$ cat src/rtl/ram_arbiter.sv
// Arbiter sharing one single-ported RAM between the fetch port and the data port.
// One transaction in flight at a time; data wins unless fetch has been starved too long.
module ram_arbiter #(
  parameter int ADDR_W     = 32,
  parameter int WORD_W     = 32,
  parameter int STARVE_MAX = 4,
  parameter int TIMEOUT    = 255
) (
  input  logic              CLK,
  input  logic              RST,
  input  logic              iREN,
  input  logic [ADDR_W-1:0] iaddr,
  output logic              iwait,
  output logic [WORD_W-1:0] iload,
  input  logic              dREN,
  input  logic              dWEN,
  input  logic [ADDR_W-1:0] daddr,
  input  logic [WORD_W-1:0] dstore,
  output logic              dwait,
  output logic [WORD_W-1:0] dload,
  output logic              ram_ren,
  output logic              ram_wen,
  output logic [ADDR_W-1:0] ram_addr,
  output logic [WORD_W-1:0] ram_store,
  input  logic [WORD_W-1:0] ram_load,
  input  logic              ram_ack,
  output logic              bus_err
);

  localparam int SW = $clog2(STARVE_MAX + 1);
  localparam int TW = $clog2(TIMEOUT + 1);

  typedef enum logic [1:0] {
    IDLE  = 2'd0,
    IBUSY = 2'd1,
    DBUSY = 2'd2
  } state_e;

  state_e            state_q, state_d;
  logic              ren_q, ren_d;
  logic              wen_q, wen_d;
  logic [ADDR_W-1:0] addr_q, addr_d;
  logic [WORD_W-1:0] store_q, store_d;
  logic              berr_q, berr_d;
  logic [SW-1:0]     starve_q, starve_d;
  logic [TW-1:0]     tmo_q, tmo_d;

  logic dreq;
  logic starveHit;
  logic tmoHit;
  logic ackI;
  logic ackD;

  assign dreq      = dREN | dWEN;
  assign starveHit = iREN && (starve_q == SW'(STARVE_MAX));
  assign tmoHit    = (tmo_q == TW'(TIMEOUT - 1));
  assign ackI      = (state_q == IBUSY) && ram_ack;
  assign ackD      = (state_q == DBUSY) && ram_ack;

  always_ff @(posedge CLK or posedge RST) begin
    if (RST) begin
      state_q  <= IDLE;
      ren_q    <= 1'b0;
      wen_q    <= 1'b0;
      addr_q   <= '0;
      store_q  <= '0;
      berr_q   <= 1'b0;
      starve_q <= '0;
      tmo_q    <= '0;
    end else begin
      state_q  <= state_d;
      ren_q    <= ren_d;
      wen_q    <= wen_d;
      addr_q   <= addr_d;
      store_q  <= store_d;
      berr_q   <= berr_d;
      starve_q <= starve_d;
      tmo_q    <= tmo_d;
    end
  end

  always_comb begin
    state_d  = state_q;
    ren_d    = ren_q;
    wen_d    = wen_q;
    addr_d   = addr_q;
    store_d  = store_q;
    berr_d   = berr_q;
    starve_d = starve_q;
    tmo_d    = tmo_q;
    unique case (state_q)
      IDLE: begin
        if (dreq && !starveHit) begin
          // A simultaneous read+write request is served as a write.
          state_d = DBUSY;
          addr_d  = daddr;
          wen_d   = dWEN;
          ren_d   = ~dWEN;
          store_d = dWEN ? dstore : '0;
          tmo_d   = '0;
          if (!iREN) begin
            starve_d = '0;
          end else if (starve_q != SW'(STARVE_MAX)) begin
            starve_d = starve_q + 1'b1;
          end
        end else if (iREN) begin
          state_d  = IBUSY;
          addr_d   = iaddr;
          ren_d    = 1'b1;
          wen_d    = 1'b0;
          store_d  = '0;
          tmo_d    = '0;
          starve_d = '0;
        end
      end
      IBUSY, DBUSY: begin
        // An ack arriving on the timeout cycle completes normally.
        if (ram_ack) begin
          state_d = IDLE;
          ren_d   = 1'b0;
          wen_d   = 1'b0;
          tmo_d   = '0;
        end else if (tmoHit) begin
          state_d = IDLE;
          ren_d   = 1'b0;
          wen_d   = 1'b0;
          berr_d  = 1'b1;
          tmo_d   = '0;
        end else begin
          tmo_d = tmo_q + 1'b1;
        end
      end
      default: begin
        state_d = IDLE;
        ren_d   = 1'b0;
        wen_d   = 1'b0;
      end
    endcase
  end

  assign iwait     = iREN & ~ackI;
  assign dwait     = dreq & ~ackD;
  assign iload     = ackI ? ram_load : '0;
  assign dload     = (ackD && !wen_q) ? ram_load : '0;
  assign ram_ren   = ren_q;
  assign ram_wen   = wen_q;
  assign ram_addr  = addr_q;
  assign ram_store = store_q;
  assign bus_err   = berr_q;

endmodule

$ cat config.mk
export PLATFORM = sky130hd
export DESIGN_NAME = ram_arbiter
export DESIGN_NICKNAME = d
export VERILOG_FILES = /design/src/rtl/ram_arbiter.sv
export SDC_FILE = /design/constraint.sdc
export NUM_CORES = 1
export LEC_CHECK = 0
export ABC_AREA = 1
export BUFFER_PORTS_ARGS = -buffer_cell sky130_fd_sc_hd__buf_2
export CAP_MARGIN = 20
export CORE_MARGIN = 2
export CORE_UTILIZATION = 30
export CTS_BUF_LIST = sky130_fd_sc_hd__clkbuf_8
export DETAILED_ROUTE_END_ITERATION = 16
export SETUP_SLACK_MARGIN = 0.4
export SYNTH_ARGS = -nofsm -noshare
export SYNTH_HDL_FRONTEND = slang
export SYNTH_SLANG_ARGS = --single-unit
$ cat constraint.sdc
create_clock -name CLK -period 5.71 [get_ports CLK]
set_input_delay 0.571 -clock CLK [delete_from_list [all_inputs] [get_ports CLK]]
set_output_delay 0.571 -clock CLK [all_outputs]
set_load 0.02 [all_outputs]
## Yosys cells after proc, flatten, opt, wreduce, memory -nomap -nowiden

Cells that the tools add are included.

- Muxes and demuxes: 29
- Reductions and logical operators: 16
- Add/sub/neg operators: 2
- Eq/ne operators: 8
- Bitwise gates (word level): 7

Operators by type and width:

| cell | count |
|---|---|
| 32-bit 2-to-1 mux | 7 |
| 8-bit 2-to-1 mux | 4 |
| 8-bit one-hot mux with 2 select lines | 1 |
| 3-bit 2-to-1 mux | 4 |
| 3-bit != test (second input constant) | 3 |
| 8-bit by 1-bit adder with 8-bit output (second input constant) | 1 |
| 8-bit equality test (second input constant) | 1 |
| 2-bit 2-to-1 mux | 4 |
| 1-bit 2-to-1 mux | 6 |
| 2-bit AND reduction | 3 |
| 3-bit AND reduction | 2 |
| 1-bit logical AND | 5 |
| 1-bit inverter | 4 |
| 1-bit one-hot mux with 2 select lines | 2 |
| 2-bit one-hot mux with 2 select lines | 1 |
| 2-bit nonzero test | 2 |
| 3-bit by 1-bit adder with 3-bit output (second input constant) | 1 |
| 3-bit equality test (second input constant) | 1 |
| 3-bit by 2-bit != test with 1-bit output (second input constant) | 1 |
| 1-bit bitwise AND | 2 |
| 2-bit by 1-bit equality test with 1-bit output (second input constant) | 1 |
| 2-bit equality test (second input constant) | 1 |
| 1-bit logical NOT | 2 |
| 2-bit logical NOT | 1 |
| other kinds (2) | 2 |

- Word-level logic and storage cells: 70
- Output and inout port bits: 133
- Input bits: 134
- Register bits after elaboration: 80

## Depth between registers and ports, before layout

- Depth in word-level cells: 6
- Mapped depth: 9
- Mapped depth without buffers: 9

## Worst setup path after synthesis

No wires, ideal clock.

- Path kind: reg2out
- From: register state_q[0]
- To: output port dload[10]
- Data required time: 5139 ps
- Buffers on the path: 1
- Stages on the path, launching flop included: 6
- Path slack: 3888 ps
- Arrival: 1251 ps
- Cells stage by stage: dfrtp_1 -> inv_1 -> ha_1 -> nand3b_1 -> clkbuf_1 -> nor2_1

- Word-level cells in the longest chain between the ends: 4

RTL lines:

| item | RTL line | source |
|---|---|---|
| start: declaration | 39 | `state_e state_q, state_d;` |
| start signal: assignment | 71 | `state_q <= state_d;` |
| 2-bit equality test | 58 | `assign ackD = (state_q == DBUSY) && ram_ack;` |
| 1-bit logical AND | 58 |  |
| 1-bit logical AND | 144 | `assign dload = (ackD && !wen_q) ? ram_load : '0;` |
| 32-bit 2-to-1 mux | 144 |  |
| end: declaration | 20 | `output logic [WORD_W-1:0] dload,` |

No other way between the ends.

## Worst setup path in the final report

- From: register state_q[1]
- To: output port iload[17]

- Word-level cells in the longest chain between the ends: 3

RTL lines:

| item | RTL line | source |
|---|---|---|
| 2-bit by 1-bit equality test with 1-bit output | 57 | `assign ackI = (state_q == IBUSY) && ram_ack;` |
| 1-bit logical AND | 57 |  |
| 32-bit 2-to-1 mux | 143 | `assign iload = ackI ? ram_load : '0;` |
| end: declaration | 14 | `output logic [WORD_W-1:0] iload,` |

No other way between the ends.

==> impl_metrics.tcl <==
set metrics [dict create \
    status "finished, final reports clean" \
    slowest_delay_ns 0.55 \
    die_area_um2 14100 \
    clkPwrFrac 0.143 \
    yosys-top-cells-area "dfrtp_1, nor2_1, a21oi_1" \
    crit_cells 5 \
    power.total_uw 2830 \
    path_class "reg2out" \
    coreArea_um2 12800 \
    tritoncts "yes" \
    swShare 0.464 \
    first_pass_iters 4 \
    internal-power_uw 1520 \
    stdcell_count 912 \
    clkTransAtPathRegs_ns 0.08 \
    ioPinCount 267 \
    antenna_found_initial 2 \
    grt_pass1_wl_um 20200 \
    rsz0062_at_grt "false" \
    start_kind "flip-flop" \
    fin_crit_ns 2.65 \
    ys_seq_elements 80 \
    die_width_um 119 \
    layout_common_cells "buf_2, nor2_1, dfrtp_1, a21oi_1, nand2_1" \
    slew_viol_final 0 \
    syn2layout_area_growth_pct 40.7 \
    path_cells "inv_1 -> ha_1 -> nand2_1 -> nor2_1 -> buf_2" \
    hold_viol_final 0 \
    ir_drop_mv 0.203 \
    ctsHtreeMaxLevel 3 \
    syn-cell-area_um2 3960 \
    crit_slowest_cell "nand2_1" \
    syn_inst 479 \
    cellPowerDensity_nw_per_um2 508 \
    path_delay_family "simple AND/OR/NAND/NOR gates" \
    setup-violations-final 0 \
    drive_gt1_frac 0.398 \
    cp.required_ns 5.14 \
    ff2ff_setup_slack_ns 3.39 \
    p_comb_frac 0.514 \
    crit_buf_inv 2 \
    dp_slack_ns 3.10 \
    hp-class "in2async" \
    max_clock_freq_mhz 377 \
    slew_headroom 0.341 \
    post_cts_buffers 0 \
    grt_pass1_vias 4137 \
    endpoint_kind "output pin" \
    overflow 0 \
    grt_max_degree 81 \
    rr_startpoint "starve_q[0]$_DFFE_PP0P_" \
    wl_per_cell_um 14.3 \
    synth_top_area_frac 0.505 \
    placementRows 41 \
    p_leak_uw 0.00329 \
    track_usage 0.177 \
    fin_skew_ns 0.00898 \
    avgSynthCellArea_um2 8.27 \
    nets 875 \
    avgViaCountPerCell 4.61 \
    portBuffers 266 \
    post-synth-top-area-cell "dfrtp_1" \
    ant_nets 0 \
    ys_types 23 \
    cts.repair.resized 0 \
    drt-initial-drc-count 193 \
    gp_congestion 0.910 \
    power.switching_uw 1310 \
    cts_hold_buffers 0 \
    cp_data_arrival_time_ns 2.08 \
    fp.dieH_um 119 \
    cp_max_fo 32 \
    root_buffer "clkbuf_8" \
    r2r-end "starve_q[2]$_DFFE_PP0P_" \
    yosysSeqAreaShare 0.505 \
    drt_wl_total_um 13100 \
    syn_nets 620 \
    tightest_slew_ns 0.986 \
    remaining_drc_errors 0 \
    period_share 0.465 \
    place_inst 893 \
    layout_commonest_cell "buf_2" \
    max_cap_viol_count 0 \
    seqPwrFrac 0.343 \
    setup_tns_ns 0 \
    setup_ws_ns 3.06 \
    cts_sinks 80 \
    worstSkewPairLatency_ns 0.35 \
    numCtsBuffers 9 \
    r2r_cells 7 \
    clock_path_buffers 2 \
    yosysWarnings 0 \
    num_vias 4202 \
    hpwl_um 9740 \
    initial_utilization 0.310 \
]
## cells by family (layout without fill, tap and decap cells)
family	after synthesis	in the layout	synth area share
AOI/OAI and AO/OA	107	107	0.166
xor gates and xnor gates	1	1	0.00221
adders and majority gates	7	7	0.0221
buffers and inverters	80	339	0.0973
DFF	80	80	0.505
other	0	2	0
and+or+nand+nor	204	204	0.207
## flip-flops by register name, summed over array words and instances (netlist names)
signal     cells
ram_addr      32
tmo_q          8
bus_err        1
state_q        2
starve_q       3
ram_ren        1
ram_wen        1
ram_store     32
## metal layers
| layer | wire (um) | vias up | global-route usage | share of wire |
|---|---|---|---|---|
| li1 | - | 2039 | - | - |
| met4 | 337 | 0 | 0.0781 | 0.026 |
| met1 | 5230 | 1960 | 0.199 | 0.40 |
| met2 | 6690 | 183 | 0.328 | 0.51 |
| met3 | 810 | 20 | 0.0292 | 0.062 |
| met5 | 0 | - | 0 | 0 |
## metrics by stage
step	area, um^2	hold WS [ns]	util
4_1_cts	5520	0.409	0.432
3_3_place_gp	5340	0.456	0.418
6_report	5570	0.311	0.436
2_1_floorplan	3960	0.478	-
5_1_grt	5570	0.343	0.436
3_5_place_dp	5340	0.459	0.418
## how the worst max path moves through the flow
| stage | startpoint | end | slack [ns] |
|---|---|---|---|
| after floorplan | RST | bus_err$_DFFE_PP0P_ | 3.09 |
| after global placement | dWEN | state_q[1]$_DFFE_PP0P_ | 3.23 |
| after detailed placement | ram_ack | dload[9] | 3.10 |
| after CTS | state_q[0]$_DFFE_PP0P_ | dload[9] | 2.77 |
| after global routing | state_q[1]$_DFFE_PP0P_ | iload[17] | 2.82 |
| final | state_q[1]$_DFFE_PP0P_ | iload[17] | 3.06 |
## cells in the mapped netlist, drive strengths merged
cell type / instances
nor2: 115
dfrtp: 80
nand2: 72
a21oi: 68
inv: 55
a22o: 32
buf: 19
nand3: 13
ha: 7
clkbuf: 6
o21ai: 6
nand4: 3
a31o: 1
nand3b: 1
xor2: 1
## cell type report
class | count | area, um^2
fill | 1304 | 7200
clock buffer | 10 | 138
clock inverter | 5 | 48.8
inverter | 55 | 208
multi-input combinational | 319 | 1570
tap | 172 | 215
timing repair buffer | 269 | 1380
antenna | 2 | 5.00
sequential | 80 | 2000
## worst reg2reg max path, stage by stage, from the launching register on
cell     delay (ns)
dfrtp_1        0.35
inv_1          0.07
ha_1           0.19
nand3_1        0.13
nand2_2        0.46
inv_2          0.70
nand3_1        0.16
o21ai_0        0.18
## power by group through the flow
stage / Clock, uW / Combinational (uW) / Sequential [uW]
finish: 405 / 1450 / 973
global route: 451 / 1580 / 1000
CTS: 422 / 1460 / 971
detailed placement: 0 / 1470 / 972
global placement: 0 / 1440 / 967
floorplan: 0 / 727 / 1260
(Power assumes the default switching activity.)
